`config.mk`:
```
export PLATFORM = sky130hd
export DESIGN_NAME = mano_seq_timer
export DESIGN_NICKNAME = d
export VERILOG_FILES = /design/src/rtl/mano_seq_timer_pkg.sv /design/src/rtl/mano_t_decoder.sv /design/src/rtl/mano_seq_timer.sv
export SDC_FILE = /design/constraint.sdc
export NUM_CORES = 1
export LEC_CHECK = 0
export ABC_AREA = 1
export CAP_MARGIN = 10
export CORE_MARGIN = 1
export CORE_UTILIZATION = 38
export DETAILED_ROUTE_END_ITERATION = 6
export GPL_ROUTABILITY_DRIVEN = 0
export GPL_TIMING_DRIVEN = 1
export PLACE_DENSITY = 0.94
export SLEW_MARGIN = 40
export SYNTH_ARGS = -nofsm -noshare
export SYNTH_HDL_FRONTEND = slang
export SYNTH_SLANG_ARGS = --single-unit
export TNS_END_PERCENT = 30
```
`constraint.sdc`:
```
create_clock -name clk -period 3.18 [get_ports clk]
set_input_delay 0.636 -clock clk [delete_from_list [all_inputs] [get_ports clk]]
set_output_delay 0.636 -clock clk [all_outputs]
set_load 0.02 [all_outputs]
```
`src/rtl/mano_seq_timer_pkg.sv`:
```
// mano_seq_timer_pkg
//   Shared definitions for the MANO timing-sequence generator:
//   controller FSM encodings and default SC geometry.
//   No ports (package).
package mano_seq_timer_pkg;

   localparam int SEQ_WIDTH_DEF = 4;
   localparam int MAX_T_DEF     = 15;

   typedef enum logic [1:0] {
      SEQ_ST_RUN    = 2'b00,
      SEQ_ST_HALTED = 2'b01,
      SEQ_ST_STEP   = 2'b10
   } seq_state_t;

endpackage

```
`src/rtl/mano_t_decoder.sv`:
```
// mano_t_decoder
//   Binary-to-one-hot decoder. Shared by the timing-signal bus and the
//   instruction-opcode decode path.
// Ports:
//   sel  in  SEQ_WIDTH       binary select
//   t    out 2**SEQ_WIDTH    one-hot output, bit sel high
module mano_t_decoder #(
   parameter int SEQ_WIDTH = 4
) (
   input  logic [SEQ_WIDTH-1:0]    sel,
   output logic [2**SEQ_WIDTH-1:0] t
);

   for (genvar gi = 0; gi < 2**SEQ_WIDTH; gi++) begin : g_dec
      assign t[gi] = (sel == SEQ_WIDTH'(gi));
   end

endmodule

```
`src/rtl/mano_seq_timer.sv`:
```
// mano_seq_timer
//   MANO timing-sequence generator: sequence counter SC with clear/load,
//   wrap-or-saturate at MAX_T, one-hot T bus, and a RUN/HALTED/STEP
//   controller.
// Ports:
//   clk       in   clock, rising edge
//   rst       in   synchronous active-high reset
//   en        in   count enable (used in RUN)
//   clr       in   SC <- 0 (highest priority after rst)
//   ld        in   SC <- ld_val
//   ld_val    in   load value
//   halt      in   request HALTED
//   start     in   request RUN (beats halt)
//   step_req  in   single-step request, acted on at its rising edge
//   sc        out  sequence count
//   t         out  one-hot decode of sc
//   tc        out  sc == MAX_T
//   running   out  controller in RUN
//   step_ack  out  pulse in the cycle after a STEP cycle
//   ovf       out  sticky wrap/saturate flag (only with MANO_SEQ_OVF_EN)
// Build option: define MANO_SEQ_OVF_EN to add the ovf output.
module mano_seq_timer
   import mano_seq_timer_pkg::*;
#(
   parameter int SEQ_WIDTH = SEQ_WIDTH_DEF,
   parameter int MAX_T     = MAX_T_DEF,
   parameter bit WRAP_MODE = 1'b1
) (
   input  logic                    clk,
   input  logic                    rst,
   input  logic                    en,
   input  logic                    clr,
   input  logic                    ld,
   input  logic [SEQ_WIDTH-1:0]    ld_val,
   input  logic                    halt,
   input  logic                    start,
   input  logic                    step_req,
   output logic [SEQ_WIDTH-1:0]    sc,
   output logic [2**SEQ_WIDTH-1:0] t,
   output logic                    tc,
   output logic                    running,
   output logic                    step_ack
`ifdef MANO_SEQ_OVF_EN
   ,
   output logic                    ovf
`endif
);

   localparam logic [SEQ_WIDTH-1:0] MAX_SC = SEQ_WIDTH'(MAX_T);

   seq_state_t           state_reg, state_next;
   logic [SEQ_WIDTH-1:0] sc_reg, sc_next;
   logic                 step_prev_reg;
   logic                 step_ack_reg;
   logic                 step_rise;
   logic                 inc;
   logic                 at_max;

   assign step_rise = step_req & ~step_prev_reg;
   assign at_max    = (sc_reg == MAX_SC);

   // Controller next state and increment qualifier
   always_comb begin
      state_next = state_reg;
      inc        = 1'b0;
      case (state_reg)
         SEQ_ST_RUN: begin
            inc = en;
            if (halt) state_next = SEQ_ST_HALTED;
         end
         SEQ_ST_HALTED: begin
            if (step_rise) state_next = SEQ_ST_STEP;
         end
         SEQ_ST_STEP: begin
            inc        = 1'b1;
            state_next = SEQ_ST_HALTED;
         end
         default: state_next = SEQ_ST_RUN;
      endcase
      if (start) state_next = SEQ_ST_RUN;
   end

   // SC next value: clr > ld > inc > hold. Values above MAX_T (only
   // reachable by load) simply count on modulo 2**SEQ_WIDTH.
   always_comb begin
      sc_next = sc_reg;
      if (clr) begin
         sc_next = '0;
      end else if (ld) begin
         sc_next = ld_val;
      end else if (inc) begin
         if (at_max) sc_next = WRAP_MODE ? '0 : MAX_SC;
         else        sc_next = sc_reg + 1'b1;
      end
   end

   always_ff @(posedge clk) begin
      if (rst) begin
         state_reg     <= SEQ_ST_RUN;
         sc_reg        <= '0;
         step_prev_reg <= 1'b0;
         step_ack_reg  <= 1'b0;
      end else begin
         state_reg     <= state_next;
         sc_reg        <= sc_next;
         step_prev_reg <= step_req;
         // Acknowledge lands with the post-step sc, even if clr/ld won.
         step_ack_reg  <= (state_reg == SEQ_ST_STEP);
      end
   end

`ifdef MANO_SEQ_OVF_EN
   logic ovf_reg;

   always_ff @(posedge clk) begin
      if (rst || clr) begin
         ovf_reg <= 1'b0;
      end else if (!ld && inc && at_max) begin
         ovf_reg <= 1'b1;
      end
   end

   assign ovf = ovf_reg;
`endif

   mano_t_decoder #(
      .SEQ_WIDTH(SEQ_WIDTH)
   ) u_t_decoder (
      .sel(sc_reg),
      .t  (t)
   );

   assign sc       = sc_reg;
   assign tc       = at_max;
   assign running  = (state_reg == SEQ_ST_RUN);
   assign step_ack = step_ack_reg;

endmodule

```
==> results of run 1 <==
-- cell families (layout without fill, tap and decap cells) --
group / Yosys count / in the layout / share of synthesized area (%)
compound gates: 9 / 9 / 9.13
fa+ha+maj: 4 / 4 / 8.91
buf+inv: 16 / 51 / 12.0
flops: 8 / 8 / 28.5
simple gates: 56 / 56 / 41.4
-- where the power goes --
| group | total (mW) | internal [mW] | switching (mW) |
|---|---|---|---|
| clock network | 0.0757 | 0.0431 | 0.0327 |
| registers | 0.111 | 0.105 | 0.00616 |
| logic | 0.0748 | 0.0370 | 0.0378 |
-- per-layer routing --
metal  share of wire [%]  GRT usage (%)  vias up  wire length [microns]
li1                    -              -      354                      -
met1                  38           19.3      282                    492
met3                 8.1           2.22        4                    105
met5                   0              0        -                      0
met2                  53           39.3       33                    685
met4                 1.5           12.5        0                     19
-- worst max-delay path, stage by stage (launching register included) --
cell	delay, ns
dfxtp_1	0.45
ha_1	0.26
nand2_1	0.09
nor2_1	0.09
clkdlybuf4s50_1	0.61
-- cells in the final DEF, fill, tap and decap left out, drive strengths merged --
cell type      Yosys  final
dfxtp              8      8
nand2             22     22
o21ai              6      6
or2                1      1
nand4              1      1
a21oi              2      2
nand3              4      4
a21boi             1      1
ha                 4      4
and3b              1      1
clkdlybuf4s50      0     34
clkbuf             0      3
nor2              27     27
inv               14     14
-- final cells by class --
type	instances	area share, %
timing repair buffer	34	36.7
multi-input combinational	69	36.0
sequential	8	17.3
inverter	14	5.66
clock buffer	3	2.43
tap	15	2.02
-- path summary, 6_finish.rpt --
check	end	cells past startpoint	slack (ns)
worst max-delay path	t[11]	4	0.79
worst max register to register	sc[2]$_SDFFE_PP0P_	6	1.96
worst min register to register	step_ack$_SDFF_PP0_	2	0.51
worst min-delay path	step_ack$_SDFF_PP0_	2	0.51
==> impl_metrics.yaml, run 1 <==
logic_synthesis:
  syn_area_sq_um: 562
  synth_area_leaders: "dfxtp_1, nor2_1, nand2_1, ha_1, inv_1"
  avgSynthCellArea_sq_um: 6.04
  synth_top_area_cell: "dfxtp_1"
  synth.net_count: 109
  synth-main-ff-cell: "dfxtp_1"
  synth-edff-count: 0
  synthArstFlopShare_pct: 0
  yosys-top-cells-count: "nor2_1, nand2_1, inv_1, dfxtp_1, o21ai_0"
  yosysUniqueCellTypes: 17
  synth.ff_latch_count: 8
  synth_most_common_cell: "nor2_1"
  yosysWarnings: 0
  synthCells: 93
  ys_seq_area_share_pct: 28.5
  synth_top_area_share_pct: 28.5
worst_setup_path:
  crit_required_ns: 2.54
  arrival_ns: 1.75
  crit_type: "reg2out"
  start_kind: "flip-flop"
  startpoint: "sc[0]$_SDFFE_PP0P_"
  cp-end-kind: "output pin"
  cp_max_fo: 8
  rr_startpoint: "sc[0]$_SDFFE_PP0P_"
sta:
  maxSlewHeadroom_pct: 79.0
  period_needed_ns: 2.39
  finalSetupViolCount: 0
  fin_tns_setup_ns: 0
  timing.final.hold_violations: 0
  finalCritPeriodShare_pct: 75.0
  rsz0062_at_grt: "false"
  slew_violations: 0
  clock_skew_ns: 0.00748
  fin_hold_ws_ns: 0.514
  max_freq_ghz: 0.419
  worst_pin_slew_ns: 0.315
  setup_slack_ns: 0.795
flow_run:
  maxCapViolations: 0
clocking:
  cts_buffer_depth: 2
  cts_tree: "done"
  cts-hold-fix-buffers: 0
  cts_root_buffer: "clkbuf_4"
  cts.sinks: 8
  path_clk_slew_ns: 0.06
  cts_buffers: 3
  cts_setup_buffers: 0
  cts.repair.resized: 0
  clock_latency_ns: 0.25
  htreeDepth: 1
floorplanning:
  io_pins: 35
  die_w_microns: 40.5
  num_rows: 13
  initial_core_util_pct: 42.1
  core_sq_mm: 0.00133
  die_area_sq_mm: 0.00164
  fp.dieH_microns: 40.5
placement:
  dp.cells: 140
  dpl.hpwl_microns: 1100
  placed_area_sq_um: 906
  port_buffers: 34
  dp_slack_ns: 1.06
routing:
  drtIter0Drc: 8
  ant_nets: 0
  viasPerCell: 4.71
  drt_wl_total_microns: 1300
  drc: 0
  wl_per_cell_microns: 9.10
  vias: 673
  firstDrtPassIters: 4
hold_path:
  hp-start: "state_reg[1]$_SDFFE_PP0P_"
  min_path_type: "reg2reg"
grt:
  grt_pass1_wl_microns: 2170
  grt_pass1_vias: 568
  grt_max_degree: 10
  overflow: 0
  antenna_found_initial: 0
  grt_usage_pct: 20.1
finish:
  antenna_cells: 0
  final_core_util_pct: 69.6
  fin_area_sq_um: 928
  final-seq-area_sq_um: 160
  largest_reg_flops: 4
  drive_above_1_share_pct: 7.81
  syn_to_final_growth_pct: 65.3
  stdcell_count: 143
  multi_input_area_sq_um: 334
  final_nets: 146
  fill_cells: 112
run_status:
  status: "finished, final reports clean"
power:
  p_per_area_mw_per_mm2: 282
  irDropWorstVdd_uv: 240
  power_leakage_nw: 0.422
  p_total_mw: 0.261
(Power assumes the default switching activity.)
==> run 2, diff against run 1 <==
--- a/config.mk
+++ b/config.mk
@@ -8,11 +8,11 @@
 export ABC_AREA = 1
 export CAP_MARGIN = 10
 export CORE_MARGIN = 1
-export CORE_UTILIZATION = 38
+export CORE_UTILIZATION = 32
 export DETAILED_ROUTE_END_ITERATION = 6
 export GPL_ROUTABILITY_DRIVEN = 0
 export GPL_TIMING_DRIVEN = 1
-export PLACE_DENSITY = 0.94
+export PLACE_DENSITY = 0.85
 export SLEW_MARGIN = 40
 export SYNTH_ARGS = -nofsm -noshare
 export SYNTH_HDL_FRONTEND = slang
==> constraint.sdc (replaced) <==
create_clock -name clk -period 2.1 [get_ports clk]
set_input_delay 0.42 -clock clk [delete_from_list [all_inputs] [get_ports clk]]
set_output_delay 0.42 -clock clk [all_outputs]
set_load 0.02 [all_outputs]
==> run 2 against run 1 <==
  * Highest routed layer unchanged
  * Clock skew shrank 0.0060 ns
  * Global-route usage down 2.6 points
  * Non-clock buffer count unchanged
  * Largest cell class unchanged
  * Die area is 18% higher
  * The flow now finishes with violations (DRC)
  * Flip-flop and latch count unchanged
==> impl_metrics.yaml, run 2 (same netlist as run 1, synthesis figures left out) <==
clocking:
  cts.sinks: 8
  path_clk_slew_ns: 0.05
  cts_tree: "done"
  clock_latency_ns: 0.25
  cts_buffer_depth: 2
  htreeDepth: 1
  cts_root_buffer: "clkbuf_4"
  cts_setup_buffers: 0
  cts_buffers: 3
worst_setup_path:
  crit_required_ns: 1.68
  arrival_ns: 1.37
  crit_type: "reg2out"
  worst-path-buf-inv: 1
  crit_chain: "ha_2 > nand2_1 > nor2_1 > dlygate4sd2_1"
  cp_max_fo: 8
  start_kind: "flip-flop"
  slowest_delay_ns: 0.40
  crit_slowest_cell: "dfxtp_2"
  cp-end-kind: "output pin"
  crit_family: "flip-flops"
power:
  switching_power_mw: 0.119
  swShare_pct: 29.8
  power.internal_mw: 0.279
  power_leakage_nw: 0.666
  seqPwrFrac_pct: 42.6
  clockPowerShare_pct: 28.8
  pwr-share-comb_pct: 28.6
  irDropWorstVdd_uv: 330
  p_per_area_mw_per_mm2: 412
floorplanning:
  num_rows: 14
  die_w_microns: 43.9
  io_pins: 35
  initial_core_util_pct: 35.6
  die_area_sq_mm: 0.00193
  fp.dieH_microns: 43.9
  core_sq_mm: 0.00158
finish:
  mostFrequentLayoutCells: "nor2_1, nand2_1, clkdlybuf4s50_1, dlymetal6s2s_1, inv_1"
  final_nets: 146
  drive_above_1_share_pct: 11.7
  syn_to_final_growth_pct: 71.7
  final_core_util_pct: 61.2
  largest_reg_flops: 4
  layout_commonest_cell: "nor2_1"
  fin_area_sq_um: 965
  antenna_cells: 0
sta:
  fin_hold_ws_ns: 0.517
  finalSetupViolCount: 0
  clock_skew_ns: 0.00145
  fin_tns_setup_ns: 0
  setup_slack_ns: 0.307
  timing.final.hold_violations: 0
  maxSlewHeadroom_pct: 82.6
  period_needed_ns: 1.79
  finalCritPeriodShare_pct: 85.4
  worst_pin_slew_ns: 0.260
  rsz0062_at_grt: "false"
  slew_violations: 0
  max_freq_ghz: 0.558
routing:
  routed-wl-met2_microns: 748
  firstDrtPassIters: 6
  wl_per_cell_microns: 10.6
  drc: 4
  drtIter0Drc: 9
  vias: 687
  dr_wl_met3_microns: 115
  drt_wl_total_microns: 1530
  highest_layer: "met4"
  ant_nets: 0
  viasPerCell: 4.77
  wl_met1_microns: 624
placement:
  placed_area_sq_um: 907
  dpl.hpwl_microns: 1200
  dp_slack_ns: 0.176
  port_buffers: 34
run_status:
  status: "finished with violations"
  violations: "DRC"
grt:
  grt_pass1_vias: 643
  grt_max_degree: 10
  overflow: 0
  antenna_found_initial: 0
  grt_pass1_wl_microns: 2540
  grt_usage_pct: 17.4
hold_path:
  min_path_type: "reg2reg"
flow_run:
  maxCapViolations: 0
## run 2: worst reg2reg max path: stages (launching register included)
cell and delay, ns:
dfxtp_2 0.40, inv_1 0.10, ha_1 0.29, nand2_1 0.07
nand2_1 0.05, nor2_1 0.09, nor2_1 0.05
## run 2: repair_timing
action	4_1_cts	5_1_grt
gates cloned	0	0
hold buffers	0	0
pin swaps	0	0
resized for setup	7	15
endpoints found under the setup margin	17	13
## run 2: path summary, 6_finish.rpt
check                            start  slack [ns]  depth (start not counted)                  end
max                 sc[0]$_SDFFE_PP0P_        0.31                          4                 t[7]
min          state_reg[1]$_SDFFE_PP0P_        0.52                          2  step_ack$_SDFF_PP0_
max reg2reg         sc[0]$_SDFFE_PP0P_        0.94                          6   sc[1]$_SDFFE_PP0P_
min reg2reg  state_reg[1]$_SDFFE_PP0P_        0.52                          2  step_ack$_SDFF_PP0_
## run 2: power groups by stage
stage	logic (mW)	registers [mW]	clock network, mW
final	0.114	0.170	0.115
after global routing	0.126	0.171	0.126
after CTS	0.115	0.169	0.115
after detailed placement	0.115	0.172	0
after global placement	0.113	0.171	0
after floorplan	0.0566	0.173	0
## run 2: layout make-up
cell class	count	area [sq um]
Fill cell	168	612
Timing Repair Buffer	34	368
Multi-Input combinational cell	69	337
Sequential cell	8	165
Inverter	14	52.6
Clock buffer	3	22.5
Tap cell	16	20.0
## run 2: metrics by stage
| step | total power [mW] | cells |
|---|---|---|
| 2_1_floorplan | 0.230 | 93 |
| 3_3_place_gp | 0.283 | 141 |
| 3_5_place_dp | 0.286 | 141 |
| 4_1_cts | 0.399 | 144 |
| 5_1_grt | 0.423 | 144 |
| 6_report | 0.398 | 144 |
## run 2: routing by layer
layer | vias to the layer above | global-route usage, %
met1 | 291 | 19.0
met2 | 34 | 30.4
li1 | 355 | -
met3 | 7 | 2.92
met4 | 0 | 12.1
met5 | - | 0
==> run 3, diff against run 2 <==
--- a/config.mk
+++ b/config.mk
@@ -6,7 +6,6 @@
 export NUM_CORES = 1
 export LEC_CHECK = 0
 export ABC_AREA = 1
-export CAP_MARGIN = 10
 export CORE_MARGIN = 1
 export CORE_UTILIZATION = 32
 export DETAILED_ROUTE_END_ITERATION = 6
==> results of run 3 <==
The final DEF is identical to that of run 2; final timing and power are the same.
==> variant (config.mk and constraints of run 3) <==
The package constant `SEQ_WIDTH_DEF` goes from 4 to 3.
--- a/src/rtl/mano_seq_timer_pkg.sv
+++ b/src/rtl/mano_seq_timer_pkg.sv
@@ -4,7 +4,7 @@
 //   No ports (package).
 package mano_seq_timer_pkg;
 
-   localparam int SEQ_WIDTH_DEF = 4;
+   localparam int SEQ_WIDTH_DEF = 3;
    localparam int MAX_T_DEF     = 15;
 
    typedef enum logic [1:0] {
Ports: changed (resized ld_val, sc and t); port bits go from 35 to 25. No check against the original RTL was run, so the function may have changed too.
==> variant against run 3 <==
- count of clock-buffer cells in the layout rose by 1
- worst setup slack worse by 0.20 ns
- power is 10% lower
- cell area fell by 22%
- routed wire length is 43% lower
- sequential cell count down 1
- combinational power shrank 19%
- first-iteration DRC count decreased by 44%
- area after synthesis is 18% lower
- final cell count shrank 22%
- critical endpoint is now t[3]
- highest routed layer is now met3
==> variant: results (changes against run 3) <==
| Metric | Value |
|---|---|
| Clock skew | 0.002301 ns (+0.0008532 ns) |
| GRT Util Overall | 0.1351 (-0.03926) |
| Critical Path AT | 1.57 ns (+0.20 ns) |
| Dpl ws | 0.3035 ns (+0.1276 ns) |
| Slew at the pin closest to its max-slew limit | 0.2674 ns (+0.007322 ns) |
| Yosys top cell area share | 0.3027 (+0.01762) |
| Reg2reg end | sc[2] |
| Port buffer count | 24 (-29%) |
| Worst r2r path cells | 5 (-1) |
| Placement-stage cell area | 714.4 sq um (-21%) |
| Vias/cell | 4.301 (-9.9%) |
| Largest register FFs | 3 (-1) |
| Cell variety after synth | 15 (-2) |
| Flop2flop setup slack | 0.84 ns (-0.10 ns) |
| Status | finished, final reports clean |
| Worst vdd ir | 252.6 uV (-24%) |
| DP HPWL | 755.1 um (-37%) |
| Worst Hold End | state_reg[1] |
| Synth cell count leaders | nor2_1 (16), nand2_1 (15), inv_1 (12) |
| Post-synthesis cell count | 71 (-24%) |
| Synth top area cells | dfxtp_1 (30%), ha_1 (16%), nor2_1 (13%), nand2_1 (12%), inv_1 (9.7%) |
| Syn_nets | 88 (-19%) |
| Hold path depth | 3 (+1) |
| Final net count | 116 (-21%) |
| First-pass iteration count of the detailed router | 4 (-2) |
| Startpoint of the worst hold path | step_prev_reg |
| Hold_ws | 0.4955 ns (-0.02105 ns) |
| Drt total wl | 874 um (-43%) |
| Placed insts | 109 (-23%) |
| Drt initial violations | 5 (-4) |
| Leak | 0.4564 nW (-31%) |
[variant: logic make-up (layout without fill, tap and decap cells)]
group | Yosys count | in the layout | synth area share
AOI/OAI and AO/OA | 4 | 4 | 0.04322
adders and majority gates | 6 | 6 | 0.1622
buffers and inverters | 15 | 42 | 0.1297
DFF | 7 | 7 | 0.3027
and+or+nand+nor | 39 | 39 | 0.3622
[variant: area by class of cell]
cell class / count / area [sq um]
inverter: 14 / 52.55
clock buffer: 4 / 26.28
tap: 15 / 18.77
multi-input combinational: 49 / 262.8
fill: 135 / 561.8
sequential: 7 / 140.1
timing repair buffer: 24 / 255.2
[variant: worst max-delay path by stage]
| stage | startpoint | endpoint | slack [ns] |
|---|---|---|---|
| floorplan | sc[0] | t[7] | 0.51 |
| global placement | sc[0] | tc | 0.35 |
| detailed placement | sc[0] | tc | 0.30 |
| CTS | sc[0] | tc | 0.03 |
| global route | sc[0] | t[3] | 0.02 |
| finish | sc[0] | t[3] | 0.11 |
[variant: critical path, stage by stage (launching register included)]
cell and delay [ns]:
dfxtp_1 0.39, ha_1 0.20, ha_1 0.14, clkdlybuf4s50_1 0.59
[variant: power by group]
| part | internal [mW] | total, mW | switching [mW] |
|---|---|---|---|
| clock network | 0.0725 | 0.122 | 0.0491 |
| registers | 0.138 | 0.144 | 0.00552 |
| logic | 0.0474 | 0.0921 | 0.0446 |
[variant: layer usage]
metal	global-route usage	wire [um]	up-vias	share of wire
met1	0.1409	348	199	0.40
met2	0.2661	451	22	0.52
met5	0	0	-	0
li1	-	-	265	-
met3	0.01667	74	0	0.085
met4	0.05172	0	0	0
[variant: what timing repair did]
item	in CTS	in global routing
endpoints found under the setup margin	0	6
gates resized for setup	0	6
setup buffers	0	0
